**src/rtl/sdram_pkg.sv**
```systemverilog
// Shared types and constants for the SDRAM request front-end.
//   sdram_req_t : one queued request {write, address[24:0], data[15:0]}
//   state_t     : issue FSM states. VERIFY_* states exist only when
//                 SDRAM_WRITE_VERIFY_EN is defined.
//   BANK/ROW/COL_MSB/LSB : field positions inside the 25-bit address.
package sdram_pkg;

  localparam int ADDR_W   = 25;
  localparam int DATA_W   = 16;

  localparam int BANK_MSB = 24;
  localparam int BANK_LSB = 23;
  localparam int ROW_MSB  = 22;
  localparam int ROW_LSB  = 10;
  localparam int COL_MSB  = 9;
  localparam int COL_LSB  = 0;

  typedef struct packed {
    logic              write;
    logic [ADDR_W-1:0] address;
    logic [DATA_W-1:0] data;
  } sdram_req_t;

  typedef enum logic [2:0] {
    ST_IDLE,
    ST_ISSUE,
    ST_WAIT_ACCEPT,
    ST_WAIT_READ,
    ST_WAIT_WRITE
`ifdef SDRAM_WRITE_VERIFY_EN
    ,
    ST_VERIFY_ISSUE,
    ST_VERIFY_WAIT
`endif
  } state_t;

endpackage

```
**src/rtl/sdram_req_fifo.sv**
```systemverilog
// Synchronous FIFO of sdram_req_t entries.
//   clk, rst : clock, asynchronous active-high reset
//   push     : write wdata (ignored while full)
//   pop      : drop the head entry (ignored while empty)
//   rdata    : current head entry (combinational read)
//   count    : occupancy, 0..DEPTH
//   full     : count == DEPTH
//   empty    : count == 0
// DEPTH must be a power of two so the pointers wrap naturally.
module sdram_req_fifo
  import sdram_pkg::*;
#(
  parameter int unsigned DEPTH = 4
) (
  input  logic                   clk,
  input  logic                   rst,
  input  logic                   push,
  input  logic                   pop,
  input  sdram_req_t             wdata,
  output sdram_req_t             rdata,
  output logic [$clog2(DEPTH):0] count,
  output logic                   full,
  output logic                   empty
);

  localparam int unsigned PW = $clog2(DEPTH);

  sdram_req_t    mem [DEPTH];
  logic [PW-1:0] wr_ptr;
  logic [PW-1:0] rd_ptr;
  logic          wr_en;
  logic          rd_en;

  assign full  = (count == (PW+1)'(DEPTH));
  assign empty = (count == '0);
  assign wr_en = push && !full;
  assign rd_en = pop && !empty;
  assign rdata = mem[rd_ptr];

  always_ff @(posedge clk or posedge rst) begin
    if (rst) begin
      wr_ptr <= '0;
      rd_ptr <= '0;
      count  <= '0;
    end else begin
      if (wr_en) wr_ptr <= wr_ptr + 1'b1;
      if (rd_en) rd_ptr <= rd_ptr + 1'b1;
      case ({wr_en, rd_en})
        2'b10:   count <= count + 1'b1;
        2'b01:   count <= count - 1'b1;
        default: count <= count;
      endcase
    end
  end

  always_ff @(posedge clk) begin
    if (wr_en) mem[wr_ptr] <= wdata;
  end

endmodule

```
**src/rtl/sdram_request_queue.sv**
```systemverilog
// Buffered request front-end for the Max10 SDRAM controller.
// Client requests enter a FIFO via req_valid/req_ready and are issued one
// at a time on the controller's inputValid/isBusy/recievedCommand/outputValid
// interface; read data returns on a registered rsp_* port.
//   activeClock, reset        : controller clock, async active-high reset
//   req_valid/ready/write/address/data : client request handshake
//   rsp_valid/data/address    : one-cycle read response, data held
//   sdram_address/inputData/isWriting/inputValid : to controller
//   sdram_outputData/outputValid/isBusy/recievedCommand : from controller
//   queue_count               : FIFO occupancy
//   verify_error              : sticky write-verify mismatch
// Optional: define SDRAM_WRITE_VERIFY_EN to read back every write and
// compare; otherwise verify_error is tied low.
// A request not accepted is re-issued after ACCEPT_TIMEOUT cycles in
// WAIT_ACCEPT, so inputValid pulses are ACCEPT_TIMEOUT+1 cycles apart.
module sdram_request_queue
  import sdram_pkg::*;
#(
  parameter int unsigned QUEUE_DEPTH    = 4,
  parameter int unsigned ACCEPT_TIMEOUT = 8
) (
  input  logic                         activeClock,
  input  logic                         reset,
  input  logic                         req_valid,
  output logic                         req_ready,
  input  logic                         req_write,
  input  logic [24:0]                  req_address,
  input  logic [15:0]                  req_data,
  output logic                         rsp_valid,
  output logic [15:0]                  rsp_data,
  output logic [24:0]                  rsp_address,
  output logic [24:0]                  sdram_address,
  output logic [15:0]                  sdram_inputData,
  output logic                         sdram_isWriting,
  output logic                         sdram_inputValid,
  input  logic [15:0]                  sdram_outputData,
  input  logic                         sdram_outputValid,
  input  logic                         sdram_isBusy,
  input  logic                         sdram_recievedCommand,
  output logic [$clog2(QUEUE_DEPTH):0] queue_count,
  output logic                         verify_error
);

  localparam int unsigned TIMER_W = $clog2(ACCEPT_TIMEOUT + 1);
  localparam logic [TIMER_W-1:0] TIMEOUT_LAST = TIMER_W'(ACCEPT_TIMEOUT - 1);

  state_t             state;
  logic [TIMER_W-1:0] timer;
  sdram_req_t         enq;
  sdram_req_t         head;
  logic               fifo_full;
  logic               fifo_empty;
  logic               push;
  logic               pop;

  assign enq       = '{write: req_write, address: req_address, data: req_data};
  assign req_ready = !fifo_full;
  assign push      = req_valid && !fifo_full;
  assign pop       = (state == ST_IDLE) && !fifo_empty && !sdram_isBusy;

  sdram_req_fifo #(
    .DEPTH (QUEUE_DEPTH)
  ) u_fifo (
    .clk   (activeClock),
    .rst   (reset),
    .push  (push),
    .pop   (pop),
    .wdata (enq),
    .rdata (head),
    .count (queue_count),
    .full  (fifo_full),
    .empty (fifo_empty)
  );

`ifdef SDRAM_WRITE_VERIFY_EN
  logic verify_accepted;
`else
  assign verify_error = 1'b0;
`endif

  always_ff @(posedge activeClock or posedge reset) begin
    if (reset) begin
      state            <= ST_IDLE;
      timer            <= '0;
      sdram_address    <= '0;
      sdram_inputData  <= '0;
      sdram_isWriting  <= 1'b0;
      sdram_inputValid <= 1'b0;
      rsp_valid        <= 1'b0;
      rsp_data         <= '0;
      rsp_address      <= '0;
`ifdef SDRAM_WRITE_VERIFY_EN
      verify_accepted  <= 1'b0;
      verify_error     <= 1'b0;
`endif
    end else begin
      sdram_inputValid <= 1'b0;
      rsp_valid        <= 1'b0;
      case (state)
        ST_IDLE: begin
          if (pop) begin
            sdram_address   <= head.address;
            sdram_inputData <= head.data;
            sdram_isWriting <= head.write;
            state           <= ST_ISSUE;
          end
        end
        ST_ISSUE: begin
          sdram_inputValid <= 1'b1;
          timer            <= '0;
          state            <= ST_WAIT_ACCEPT;
        end
        ST_WAIT_ACCEPT: begin
          if (sdram_recievedCommand) begin
            state <= sdram_isWriting ? ST_WAIT_WRITE : ST_WAIT_READ;
          end else if (timer == TIMEOUT_LAST) begin
            state <= ST_ISSUE;
          end else begin
            timer <= timer + 1'b1;
          end
        end
        ST_WAIT_READ: begin
          if (sdram_outputValid) begin
            rsp_data    <= sdram_outputData;
            rsp_address <= sdram_address;
            rsp_valid   <= 1'b1;
            state       <= ST_IDLE;
          end
        end
        ST_WAIT_WRITE: begin
          if (!sdram_isBusy) begin
`ifdef SDRAM_WRITE_VERIFY_EN
            state <= ST_VERIFY_ISSUE;
`else
            state <= ST_IDLE;
`endif
          end
        end
`ifdef SDRAM_WRITE_VERIFY_EN
        // Read-back reuses the held address and write data; only the
        // direction flips so the comparison has its reference on hand.
        ST_VERIFY_ISSUE: begin
          sdram_isWriting  <= 1'b0;
          sdram_inputValid <= 1'b1;
          timer            <= '0;
          verify_accepted  <= 1'b0;
          state            <= ST_VERIFY_WAIT;
        end
        // Acceptance and read return share one state: until accepted the
        // timeout rule applies, afterwards wait for the returned data.
        ST_VERIFY_WAIT: begin
          if (verify_accepted) begin
            if (sdram_outputValid) begin
              if (sdram_outputData != sdram_inputData) verify_error <= 1'b1;
              state <= ST_IDLE;
            end
          end else if (sdram_recievedCommand) begin
            verify_accepted <= 1'b1;
          end else if (timer == TIMEOUT_LAST) begin
            state <= ST_VERIFY_ISSUE;
          end else begin
            timer <= timer + 1'b1;
          end
        end
`endif
        default: state <= ST_IDLE;
      endcase
    end
  end

endmodule

```
**config.mk**
```make
export PLATFORM = sky130hd
export DESIGN_NAME = sdram_request_queue
export DESIGN_NICKNAME = d
export VERILOG_FILES = /design/src/rtl/sdram_pkg.sv /design/src/rtl/sdram_req_fifo.sv /design/src/rtl/sdram_request_queue.sv
export SDC_FILE = /design/constraint.sdc
export NUM_CORES = 1
export LEC_CHECK = 0
export ABC_CLOCK_PERIOD_IN_PS = 3850
export CAP_MARGIN = 20
export CORE_ASPECT_RATIO = 1.4
export CORE_MARGIN = 10
export CORE_UTILIZATION = 54
export DETAILED_ROUTE_END_ITERATION = 10
export GPL_ROUTABILITY_DRIVEN = 0
export GPL_TIMING_DRIVEN = 0
export PLACE_DENSITY = 0.8
export SLEW_MARGIN = 20
export SYNTH_ARGS = -nofsm -noshare
export SYNTH_HDL_FRONTEND = slang
export SYNTH_SLANG_ARGS = --single-unit
```
**constraint.sdc**
```tcl
create_clock -name activeClock -period 3.85 [get_ports activeClock]
set_input_delay 0.77 -clock activeClock [delete_from_list [all_inputs] [get_ports activeClock]]
set_output_delay 0.77 -clock activeClock [all_outputs]
set_load 0.05 [all_outputs]
```
==> metrics.txt, run 1 <==
FF+latch area roughly 0.0075 mm^2; synthesis-to-finish area growth 26.5%; Post-Syn Nets between 500 and 600; Bufs and invs on worst path 1; Crit path max-delay family buffers and inverters; first-pass GRT wire length ~32 mm; largest family of logic cells by synthesized area multiplexers; # setup viols final 0; CTS sink cnt roughly 270; Synth async-reset ratio 37.1%; simple-gate share of the synthesized area under 10%; post-CTS sizing 0; peak supply drop roughly 0.52 mV; CP Cell Sequence or3b_1 -> clkdlybuf4s50_1; post-route ant nets 0; global route overflow 0; number of enable flip-flop cells after synthesis between 150 and 200; layout cell share with drive strength beyond 1 between 20% and 30%; dpl cell area between 0.01 and 0.015 mm^2; ant diodes 0; Post-Syn Area ~0.010 mm^2; Die X between 100 and 150 um; area of the multi-input gates 0.00253 mm^2; hold_buf cts 0; final slew viol count 0; # IOs 154; Syn Inst Count around 490; Die Area approximately 0.025 mm^2; clk_skew around 0.011 ns; Avg Cell Area, Syn 21.0 um^2; Post-Route WL approximately 20 mm; DR pass1 iterations 4; endpoint class of the critical path output port; synthesized-area fraction occupied by adder cells less than 1%; Worst Hold Class register to register; PwrDens between 900 and 1000 mW/mm^2; Tcrit/Tclk final 76.4%; largest net degree at the start of global routing 61; Top FF cell, synth edfxtp_1; root buf cell clkbuf_16; Die Height around 180 um; total power 12.0 mW; most frequent cells in the layout edfxtp_1 (168), clkdlybuf4s50_1 (152), dfrtp_1 (99), mux2_2 (46), mux4_2 (42); Initial Utilization 55.2%; initial antenna violation count 0; crit path max-delay cell type clkdlybuf4s50_1; RSZ-0062 raised after global routing false; vias in the first global route between 5000 and 6000; outcome finished clean; DR vias around 5000; CP max FO 6; CP arrival 2.17 ns; final core occ about 70%; Worst-Skew Late Latency between 0.5 and 0.6 ns; worst setup margin 0.910 ns; Final Hold Fails 0; Final nets around 740; design area about 0.013 mm^2; num rows 59; leakage slightly below 5 nW; Rel. slew slack a little over half; Setup CP Type register to output port; GRT Util Overall around 16%; vias per inst approximately 5.5; Synth Area in XOR/XNOR less than 1%; Req. time, crit path 3.08 ns; Final HPWL DP between 10 and 15 mm; flops & latches, synth about 270; # fillers 1199; Cell variety after synth 42; DRC viols 0; Max clock buf depth 3; Max-Cap Viols 0; placed insts 886; core area about 0.019 mm^2; pre-CTS WS ~0.6 ns; CP peak stage delay around 0.74 ns; final non-filler cell total 934; Worst setup SP type register; post-synthesis compound-gate area fraction less than 1%; multiplexer area fraction after synthesis 19.9%; min Tclk post-route just under 3 ns; commonest non-fill, non-tap cell in the layout edfxtp_1; Yosys Warn Count 0; hold slack final between 0.5 and 0.6 ns; drt wl/cell ~22 um; setup_tns 0 ns; Fmax around 0.34 GHz; Seq/Total Area, Yosys between 70% and 80%; PortBufs 152; Setup Buffers After CTS 0; CTS buffer count 26; DR iter-0 viols approximately 250; Clk pin slew, worst setup/hold paths ~0.06 ns; H-Tree Depth 1; Worst-Margin Slew ~0.7 ns; CTS tree built
## where the power goes
group          leakage [nW]  total (mW)  internal, mW  switching [mW]
registers              2.74        4.42          3.98           0.440
logic                  1.69        5.17          2.19            2.98
clock network         0.408        2.45          1.43            1.01
total                  4.83        12.0          7.61            4.43
## layout make-up
| class | instances | share of cell area (%) |
|---|---|---|
| clock buffers | 40 | 5.89 |
| multi-input cells | 187 | 19.5 |
| inverters | 12 | 0.386 |
| repair buffers | 153 | 11.9 |
| flip-flops and latches | 267 | 58.0 |
| well taps | 244 | 2.35 |
| plain buffers | 23 | 1.41 |
| clock inverters | 8 | 0.540 |
## metal layers
metal	share of wire (%)	wire (um)	global-route usage [%]
met1	38	7690	19.3
met2	54	10900	29.2
met3	5.5	1110	2.87
met4	1.8	367	4.27
met5	0	0	0
## worst paths after layout
path                                             start                              end  slack (ns)  cells past startpoint
min reg2reg                rsp_address[19]$_DFFE_PP0P_      rsp_address[19]$_DFFE_PP0P_        0.50                      1
min in group asynchronous                        reset      rsp_address[19]$_DFFE_PP0P_        0.64                      2
max                        u_fifo.count[0]$_DFFE_PP0P_                        req_ready        0.91                      2
min                        rsp_address[19]$_DFFE_PP0P_      rsp_address[19]$_DFFE_PP0P_        0.50                      1
max reg2reg                       state[0]$_DFFE_PP0P_      u_fifo.count[2]$_DFFE_PP0P_        1.30                     10
max in group asynchronous                        reset  sdram_inputData[13]$_DFFE_PP0P_        2.59                      3
## sequential cells by signal (all words and copies together) (netlist names)
signal            flops
u_fifo.count          3
rsp_valid             1
u_fifo.mem          168
sdram_inputValid      1
u_fifo.wr_ptr         2
u_fifo.rd_ptr         2
timer                 4
sdram_address        25
rsp_address          25
state                 3
rsp_data             16
sdram_inputData      16
sdram_isWriting       1
## synthesized netlist by cell type, types with 2 or more instances
library cell / count / area share, %
mux2_4: 38 / 5.6
and2_1: 3 / 0.18
nor2_1: 4 / 0.15
and3_1: 5 / 0.30
a21oi_1: 2 / 0.098
inv_1: 12 / 0.44
buf_2: 9 / 0.44
nand3b_1: 4 / 0.29
xor2_1: 3 / 0.26
xnor2_1: 3 / 0.26
dfrtp_1: 99 / 24
mux2_2: 46 / 5.0
mux4_2: 42 / 9.2
o311ai_0: 2 / 0.17
ha_1: 6 / 0.73
nand3_1: 2 / 0.098
nand4_1: 3 / 0.18
buf_12: 5 / 0.98
nand2_1: 4 / 0.15
edfxtp_1: 168 / 49
clkbuf_1: 8 / 0.29
## cell families after synthesis
group                      Yosys count
muxes                              127
adders and majority gates            7
DFF                                267
buffers and inverters               35
xor gates and xnor gates             6
AOI/OAI and AO/OA                   12
and+or+nand+nor                     34
other                                1
Power figures use the tool's default switching activity.
==> run 2, diff against run 1 <==
Settings changed: ABC_CLOCK_PERIOD_IN_PS 3850 to 2700, CORE_UTILIZATION 54 to 49, PLACE_DENSITY 0.8 to 0.76.
Clock period 3.85 ns to 2.7 ns, I/O delays scaled along.
==> run 2 against run 1 <==
Worst setup slack lost 0.69 ns. Hold slack lost 0.15 ns. Power grew 46%.
==> metrics.txt, run 2 (synthesis results as in run 1) <==
initial antenna violation count 0; Final Hold Fails 0; Rel. slew slack around 53%; CTS buffer count 26; endpoint class of the critical path register; CP Cell Sequence nor4_4 -> and2_4 -> buf_12 -> buf_12 -> ha_1 -> inv_1 -> fa_1 -> xor2_1 -> nor2_1 -> xor2_1; min Tclk post-route around 2.5 ns; most frequent cells in the layout edfxtp_1 (168), clkdlybuf4s50_1 (151), dfrtp_1 (99), mux2_2 (46), mux4_2 (42); max reg flops about 170; Req. time, crit path ~3.1 ns; RSZ-0062 raised after global routing false; layout cell share with drive strength beyond 1 27.9%; Setup CP Type register to register; leakage 4.88 nW; peak supply drop 0.816 mV; DRC viols 0; dpl cell area approximately 0.012 mm^2; # setup viols final 0; Max-Cap Viols 0; Worst-Skew Late Latency ~0.52 ns; outcome finished clean; PwrDens ~1300 mW/mm^2; largest net degree at the start of global routing 43; Die Height between 150 and 200 um; Die Area 0.0272 mm^2; area of the multi-input gates approximately 0.0025 mm^2; root buf cell clkbuf_16; Tcrit/Tclk final about nine tenths; CP peak stage delay 0.44 ns; first-pass GRT wire length approximately 33 mm; setup_tns 0 ns; crit path max-delay cell type dfrtp_1; clk_skew ~0.014 ns; CP max FO 10; post-route ant nets 0; design area approximately 0.013 mm^2; DR pass1 iterations 4; final slew viol count 0; Bufs and invs on worst path 3; Crit path max-delay family simple AND/OR/NAND/NOR gates; Clk pin slew, worst setup/hold paths around 0.06 ns; Die X 142 um; H-Tree Depth 1; num rows just over 60; Worst Hold Class input port to async pin; Post-Route WL around 21 mm; commonest non-fill, non-tap cell in the layout edfxtp_1; PortBufs around 150; core area 0.0206 mm^2; Final nets around 740; # fillers between 1000 and 1500; hold_buf cts 0; CP arrival approximately 2.9 ns; global route overflow 0; DR iter-0 viols between 300 and 400; FF+latch area ~0.0075 mm^2; Initial Utilization approximately half; Max clock buf depth 3; vias in the first global route ~5700; Worst setup SP type register; drt wl/cell around 22 um; synthesis-to-finish area growth 27.7%; biggest regs u_fifo.mem x168, rsp_address x25, sdram_address x25; CTS tree built; register with the most flip-flops u_fifo.mem; placed insts 900; final non-filler cell total about 950; GRT Util Overall 15.7%; # IOs between 150 and 200; ant diodes 0; DR vias 5104; Worst-Margin Slew about 0.71 ns; Fmax approximately 0.40 GHz; vias per inst roughly 5.4; CTS sink cnt about 270; Final HPWL DP 14.2 mm
## run 2: final timing paths
path                                                   from                           end  slack, ns  cells after the start
worst max-delay path                   state[0]$_DFFE_PP0P_   u_fifo.count[2]$_DFFE_PP0P_       0.22                     10
worst min-delay path                                  reset      rsp_data[10]$_DFFE_PP0P_       0.36                      2
worst max register to register         state[0]$_DFFE_PP0P_   u_fifo.count[2]$_DFFE_PP0P_       0.22                     10
worst min register to register  rsp_address[11]$_DFFE_PP0P_   rsp_address[11]$_DFFE_PP0P_       0.50                      1
max in group asynchronous                             reset  sdram_address[6]$_DFFE_PP0P_       1.65                      4
min in group activeClock        rsp_address[11]$_DFFE_PP0P_   rsp_address[11]$_DFFE_PP0P_       0.50                      1
## run 2: cell type report
class / count / area share [%]
clock buffers: 36 / 5.49
flip-flops and latches: 267 / 57.4
multi-input cells: 187 / 19.4
plain buffers: 23 / 1.39
well taps: 256 / 2.44
inverters: 12 / 0.372
clock inverters: 12 / 1.47
repair buffers: 155 / 12.1
## run 2: what timing repair did
action / CTS / global route
setup buffers: 0 / 0
resized for setup: 1 / 1
cloned: 0 / 0
setup endpoints to repair: 1 / 1
## run 2: report_power, final
group	total, mW	internal [mW]	switching, mW	leakage, nW
sequential	6.34	5.68	0.654	2.74
clock	3.80	2.35	1.46	0.448
combinational	7.43	3.13	4.30	1.70
total	17.6	11.2	6.41	4.88
## run 2: metal layers
metal  vias up  GRT usage, %  wire, um
met5         -             0         0
met4         0          4.33       357
met3        25          2.96      1100
met2       140          29.9     12200
met1      2651          17.2      7640
li1       2288             -         -
## run 2: metrics by stage
stage	hold WS [ns]	setup WS, ns	power [mW]	utilization (%)
after floorplan	0.505	0.0100	11.5	-
after global placement	0.486	-0.258	13.6	58.9
after detailed placement	0.492	-0.344	13.9	59.3
after CTS	0.340	0.0997	17.8	63.7
after global routing	0.372	0.112	18.4	63.7
final	0.355	0.217	17.6	63.7
